### src/rtl/ram_arbiter.sv
// Two-port arbiter in front of a single-port synchronous RAM: IDLE -> ISSUE (-> RESP for reads) -> IDLE.
// Optional macro ARB_ROUND_ROBIN_EN: tie goes to the port not granted last; otherwise port A wins ties.
module ram_arbiter #(
  parameter int ADDR_W = 6,
  parameter int DATA_W = 32
) (
  input  logic              clk,
  input  logic              rst_n,
  input  logic              reqA,
  input  logic              reqB,
  input  logic              weA,
  input  logic              weB,
  input  logic [ADDR_W-1:0] addrA,
  input  logic [ADDR_W-1:0] addrB,
  input  logic [DATA_W-1:0] wdataA,
  input  logic [DATA_W-1:0] wdataB,
  output logic              gntA,
  output logic              gntB,
  output logic              rvalidA,
  output logic              rvalidB,
  output logic [DATA_W-1:0] rdataA,
  output logic [DATA_W-1:0] rdataB,
  output logic              busy,
  output logic              ram_writeOn,
  output logic [ADDR_W-1:0] ram_address,
  output logic [DATA_W-1:0] ram_data_in,
  input  logic [DATA_W-1:0] ram_data_out
);

  typedef enum logic [1:0] {
    IDLE  = 2'd0,
    ISSUE = 2'd1,
    RESP  = 2'd2
  } state_e;

  state_e              state_r;
  state_e              next_state_s;
  logic                pick_b_s;
  logic                sel_we_s;
  logic [ADDR_W-1:0]   sel_addr_s;
  logic [DATA_W-1:0]   sel_wdata_s;

  logic                win_b_r;
  logic                cmd_we_r;
  logic                gnt_a_r;
  logic                gnt_b_r;
  logic                rvalid_a_r;
  logic                rvalid_b_r;
  logic [DATA_W-1:0]   rdata_a_r;
  logic [DATA_W-1:0]   rdata_b_r;
  logic                busy_r;
  logic                ram_we_r;
  logic [ADDR_W-1:0]   ram_addr_r;
  logic [DATA_W-1:0]   ram_wdata_r;
`ifdef ARB_ROUND_ROBIN_EN
  logic                last_b_r;
`endif

  // Winner selection and the winner's command fields.
  always_comb begin
    pick_b_s = 1'b0;
    if (reqA && reqB) begin
`ifdef ARB_ROUND_ROBIN_EN
      pick_b_s = ~last_b_r;
`else
      pick_b_s = 1'b0;
`endif
    end else begin
      pick_b_s = reqB;
    end
    if (pick_b_s) begin
      sel_we_s    = weB;
      sel_addr_s  = addrB;
      sel_wdata_s = wdataB;
    end else begin
      sel_we_s    = weA;
      sel_addr_s  = addrA;
      sel_wdata_s = wdataA;
    end
  end

  // Next-state logic; requests are only looked at in IDLE.
  always_comb begin
    next_state_s = state_r;
    case (state_r)
      IDLE: begin
        if (reqA || reqB) begin
          next_state_s = ISSUE;
        end else begin
          next_state_s = IDLE;
        end
      end
      ISSUE: begin
        if (cmd_we_r) begin
          next_state_s = IDLE;
        end else begin
          next_state_s = RESP;
        end
      end
      RESP:    next_state_s = IDLE;
      default: next_state_s = IDLE;
    endcase
  end

  // State register.
  always_ff @(posedge clk or negedge rst_n) begin
    if (!rst_n) begin
      state_r <= IDLE;
    end else begin
      state_r <= next_state_s;
    end
  end

  // Registered outputs: gnt and ram_writeOn are set only for the ISSUE cycle, rvalid for the cycle after RESP.
  always_ff @(posedge clk or negedge rst_n) begin
    if (!rst_n) begin
      win_b_r     <= 1'b0;
      cmd_we_r    <= 1'b0;
      gnt_a_r     <= 1'b0;
      gnt_b_r     <= 1'b0;
      rvalid_a_r  <= 1'b0;
      rvalid_b_r  <= 1'b0;
      rdata_a_r   <= {DATA_W{1'b0}};
      rdata_b_r   <= {DATA_W{1'b0}};
      busy_r      <= 1'b0;
      ram_we_r    <= 1'b0;
      ram_addr_r  <= {ADDR_W{1'b0}};
      ram_wdata_r <= {DATA_W{1'b0}};
    end else begin
      gnt_a_r    <= 1'b0;
      gnt_b_r    <= 1'b0;
      rvalid_a_r <= 1'b0;
      rvalid_b_r <= 1'b0;
      ram_we_r   <= 1'b0;
      busy_r     <= (next_state_s != IDLE);
      case (state_r)
        IDLE: begin
          if (reqA || reqB) begin
            win_b_r     <= pick_b_s;
            cmd_we_r    <= sel_we_s;
            ram_we_r    <= sel_we_s;
            ram_addr_r  <= sel_addr_s;
            ram_wdata_r <= sel_wdata_s;
            gnt_a_r     <= ~pick_b_s;
            gnt_b_r     <= pick_b_s;
          end
        end
        RESP: begin
          if (win_b_r) begin
            rdata_b_r  <= ram_data_out;
            rvalid_b_r <= 1'b1;
          end else begin
            rdata_a_r  <= ram_data_out;
            rvalid_a_r <= 1'b1;
          end
        end
        default: begin
        end
      endcase
    end
  end

`ifdef ARB_ROUND_ROBIN_EN
  // Remember which port was granted most recently; B after reset so A wins the first tie.
  always_ff @(posedge clk or negedge rst_n) begin
    if (!rst_n) begin
      last_b_r <= 1'b1;
    end else if (state_r == IDLE && (reqA || reqB)) begin
      last_b_r <= pick_b_s;
    end else begin
      last_b_r <= last_b_r;
    end
  end
`endif

  assign gntA        = gnt_a_r;
  assign gntB        = gnt_b_r;
  assign rvalidA     = rvalid_a_r;
  assign rvalidB     = rvalid_b_r;
  assign rdataA      = rdata_a_r;
  assign rdataB      = rdata_b_r;
  assign busy        = busy_r;
  assign ram_writeOn = ram_we_r;
  assign ram_address = ram_addr_r;
  assign ram_data_in = ram_wdata_r;

endmodule

### config.mk
export PLATFORM = sky130hd
export DESIGN_NAME = ram_arbiter
export DESIGN_NICKNAME = d
export VERILOG_FILES = /design/src/rtl/ram_arbiter.sv
export SDC_FILE = /design/constraint.sdc
export NUM_CORES = 1
export LEC_CHECK = 0
export CAP_MARGIN = 20
export CORE_MARGIN = 2
export CORE_UTILIZATION = 41
export DETAILED_ROUTE_END_ITERATION = 10
export HOLD_SLACK_MARGIN = 0.15
export PLACE_DENSITY = 0.85
export SLEW_MARGIN = 20
export SYNTH_ARGS = -nofsm -noshare
export SYNTH_HDL_FRONTEND = slang
export SYNTH_SLANG_ARGS = --single-unit
export TNS_END_PERCENT = 5
### constraint.sdc
create_clock -name clk -period 1.8 [get_ports clk]
set_input_delay 0.27 -clock clk [delete_from_list [all_inputs] [get_ports clk]]
set_output_delay 0.27 -clock clk [all_outputs]
set_load 0.01 [all_outputs]
# Word level (Yosys, flattened, before mapping)

Cells that the tools add are included.
Widths: inputs -> output; s select.

Input bits: 114
Logic and storage cells: 41
Output and inout port bits: 108
Bits in registers: 112

Bitwise operators: 2
Multiplexer cells: 17
Equal/unequal tests: 2
Reduce and logical (&&, ||, !) cells: 7

Operators with widths:

| kind               | number |
|---|---|
| $mux 32            | 1 |
| $mux 1             | 13 |
| $mux 6             | 1 |
| $reduce_and 2->1   | 3 |
| $pmux 2 s2         | 1 |
| $eq 2x1->1 const B | 1 |
| $eq 2x2->1 const B | 1 |
| $logic_not 2->1    | 1 |
| $mux 2             | 1 |
| $not 1->1          | 2 |
| $reduce_bool 2->1  | 1 |
| $logic_and 1x1->1  | 1 |
| $logic_or 1x1->1   | 1 |

# Logic depth before layout (Yosys ltp)

Gate-level depths: netlist of run 1.

Word-level depth: 5
Depth in mapped cells: 5
Gate-level depth less buffers: 3

# Least setup slack after synthesis of run 1

Ideal clock, no wire load.

Path kind: reg2reg
Start point: register state_r[0]
End point: register ram_wdata_r[0], in the netlist ram_data_in[0]
Slack: 0.408 ns
Cell stages (with the launch flop): 6
Period minus slack after synthesis: 1.392 ns
Library setup time: 0.125 ns
Buffers on the path: 2
Data arrival time: 1.267 ns
Data required time: 1.675 ns
Cells stage by stage: dfrtp_1 -> nor2_2 -> o21a_1 -> buf_6 -> buf_6 -> mux2_4

Word-level cells in the longest chain between the ends: 2

RTL lines:

| what                              | line | source |
|---|---|---|
| start: declaration                | 36   | `state_e state_r;` |
| start signal: assignment          | 110  | `state_r <= next_state_s;` |
| $logic_not 2->1                   | 136  | `case (state_r)` |
| $reduce_and 2->1 (no source line) | --   |  |
| end signal: assignment            | 128  | `ram_wdata_r <= {DATA_W{1'b0}};` |
| end signal: assignment            | 143  | `ram_wdata_r <= sel_wdata_s;` |
| end: declaration                  | 54   | `logic [DATA_W-1:0] ram_wdata_r;` |

Every way passes these cells.
A chain may end at the register's enable or synchronous reset.

# Worst setup path after layout of run 1

Start point: register ram_wdata_r[18], in the netlist ram_data_in[18]
End point: output ram_data_in[18]

RTL lines:

| what             | line | source |
|---|---|---|
| end: declaration | 26   | `output logic [DATA_W-1:0] ram_data_in,` |

No word-level cell between the ends.

==> results of run 1 <==
==> metrics by stage <==
step	util (%)	TNS [ns]	instance area, µm²
global placement	63.2	-0.189	7190
detailed placement	63.2	-0.837	7190
global route	66.2	0	7520
CTS	66.2	0	7520
floorplan	-	0	4770
finish	66.2	0	7520
==> flip-flops by register name (all words and copies together) (netlist names) <==
register and count:
ram_data_in 32, rdataA 32, rdataB 32, ram_address 6, state_r 2, busy 1, cmd_we_r 1, gntA 1
gntB 1, ram_writeOn 1, rvalidA 1, rvalidB 1, win_b_r 1
==> final timing paths <==
path	from	endpoint	slack [ns]	depth (start not counted)
setup / recovery	ram_data_in[18]	ram_data_in[18]	0.26	1
hold / removal	rst_n	rdataB[15]	0.31	2
setup reg to reg	state_r[0]	ram_data_in[6]	0.27	4
hold reg to reg	cmd_we_r	state_r[1]	0.45	1
max in group asynchronous	rst_n	rdataA[3]	0.92	3
min in group clk	cmd_we_r	state_r[1]	0.45	1
==> cell usage after synthesis <==
cell,number,area (µm²)
buf_4,3,22.5
mux2_1,31,349
clkbuf_8,1,13.8
inv_1,2,7.51
nand3b_1,1,7.51
nor2_1,1,3.75
and2_1,1,6.26
a21oi_1,1,5.00
mux2_4,30,450
o21a_1,1,7.51
nor3b_1,1,7.51
nand2b_4,1,13.8
nor2b_1,1,6.26
mux2_2,79,890
mux2i_1,2,20.0
nor3b_4,1,18.8
dfrtp_1,112,2800
or2_2,1,6.26
nor3_1,1,5.00
buf_6,11,124
nor2_2,1,6.26
==> metal layers <==
| metal | global-route usage (%) | vias to the layer above |
|---|---|---|
| met5 | 0 | - |
| met4 | 4.86 | 0 |
| met3 | 5.99 | 8 |
| met2 | 31.8 | 146 |
| met1 | 21.5 | 1550 |
| li1 | - | 1472 |
==> power by group <==
part / internal, µW / switching [µW] / leakage [µW]
sequential: 3790 / 692 / 0.00133
combinational: 3860 / 2110 / 0.00172
clock: 1240 / 890 / 0.000159
total: 8890 / 3690 / 0.00321
==> cell type report <==
| cell class | instances | area (µm²) | area share, % |
|---|---|---|---|
| clock buffer | 9 | 225 | 2.99 |
| clock inverter | 6 | 97.6 | 1.30 |
| inverter | 2 | 7.51 | 0.0998 |
| multi-input combinational | 154 | 1800 | 24.0 |
| sequential | 112 | 2800 | 37.3 |
| tap | 143 | 179 | 2.38 |
| timing repair buffer | 237 | 2410 | 32.0 |
==> cell families (layout without fill, tap and decap cells) <==
kind of cell,after synthesis,count (layout),synth area share (%)
AO/OA/AOI/OAI,2,2,0.262
buffers and inverters,17,254,3.51
flip-flops,112,112,58.7
multiplexers,142,142,35.8
AND/OR/NAND/NOR,10,10,1.70
==> cell usage in the layout (no fill, tap or decap) <==
cell type        synthesis  layout
mux2_4                  30      30
inv_6                    0       3
nor3b_4                  1       1
nand2b_4                 1       1
mux2_2                  79      79
dfrtp_1                112     112
nor2_1                   1       1
nand3b_1                 1       1
and2_1                   1       1
inv_8                    0       1
or2_2                    1       1
a21oi_1                  1       1
nor3_1                   1       1
nor3b_1                  1       1
o21a_2                   0       1
nor2_2                   1       1
clkbuf_16                0       9
buf_12                   0       6
dlygate4sd3_1            0       1
buf_4                    3      10
inv_1                    2       2
clkdlybuf4s50_1          0     220
bufinv_16                0       2
mux2_1                  31      31
nor2b_1                  1       1
mux2i_1                  2       2
==> impl_metrics.json, run 1 <==
{
  "vias": 3176,
  "wl_met3_um": 857,
  "final_cells": 663,
  "ys_warn_count": 0,
  "path_cells": "clkdlybuf4s50_1",
  "wl_per_cell_um": 16.9,
  "htreeDepth": 3,
  "period_share_pct": 85.5,
  "cap_violations": 0,
  "place_congestion": 0.768,
  "end_kind": "output port",
  "ctsResizeCount": 0,
  "grt_pass1_vias": 3471,
  "die_y_um": 112,
  "grt.total_usage_pct": 18.2,
  "hold_viol_final": 0,
  "ys_seq_area_share_pct": 58.7,
  "drt-met1-wl_um": 4490,
  "synthToLayoutAreaGrowth_pct": 57.6,
  "maxSlewViolCount": 0,
  "grt_max_degree": 64,
  "synth_area_per_cell_um2": 16.9,
  "skew_ns": 0.00551,
  "grt_pass1_wl_um": 18100,
  "crit_buf_inv": 1,
  "maxSlewHeadroom_pct": 78.1,
  "crit_required_ns": 1.53,
  "status": "completed",
  "clk_pin_slew_ns": 0.07,
  "critPathLaunchType": "flop",
  "yosysUniqueCellTypes": 21,
  "cp_max_fo": 2,
  "routed_wirelength_um": 11200,
  "cts_setup_buffers": 0,
  "via_per_inst": 4.79,
  "cp_top_family": "buffers and inverters",
  "clock.fmax_ghz": 0.650,
  "nets": 630,
  "dieWidth_um": 112,
  "grt_overflow": 0,
  "n_antenna_cell": 0,
  "ioPinCount": 222,
  "cts-root-buf": "clkbuf_16",
  "slowest_stage": "clkdlybuf4s50_1",
  "core_um2": 11400,
  "worstPathArrival_ns": 1.27,
  "drive_gt1_share_pct": 27.9,
  "syn-cell-area_um2": 4770,
  "fillers": 812,
  "numCtsBuffers": 9,
  "cts.sinks": 112,
  "p_leak_uw": 0.00321,
  "cts.path.max_buffers": 2,
  "dp_hpwl_um": 8510,
  "synth_cells": 283,
  "postRouteAntennaNets": 0,
  "antenna_found_initial": 0,
  "setup_viol_count_final": 0,
  "clk_latency_ns": 0.33,
  "hold_buffers": 1,
  "start_util_pct": 42.0,
  "hold_path.class": "in2async",
  "syn-num-nets": 397,
  "period_minus_slack_ns": 1.54,
  "firstDrtPassIters": 4,
  "timing.final.ws_setup_ns": 0.260,
  "num_rows": 39,
  "wl_met2_um": 5720,
  "vdd_ir_drop_max_mv": 0.899,
  "post-route-drc-count": 0,
  "cpPeakStageDelay_ns": 0.58,
  "synth.ff_latch_count": 112,
  "rsz0062_at_grt": "no",
  "total_power_uw": 12600,
  "worst_pin_slew_ns": 0.328,
  "drt_iter0_drc": 142,
  "hold_slack_ns": 0.309,
  "power_density_nw_per_um2": 1670,
  "cts_tree": "built",
  "die_area_um2": 12500,
  "dpl_worst_slack_ns": -0.0407,
  "io_buffer_count": 221,
  "top_layer": "met4",
  "dpl.cell_count": 647,
  "path_class": "reg2out"
}
Note: power is estimated with default switching activity, not from simulation.
==> inputs of run 2 (changes only) <==
- TNS_END_PERCENT: 5 -> unset
==> results of run 2 <==
Same layout as run 1: the final DEF is identical, and so are final timing and power.
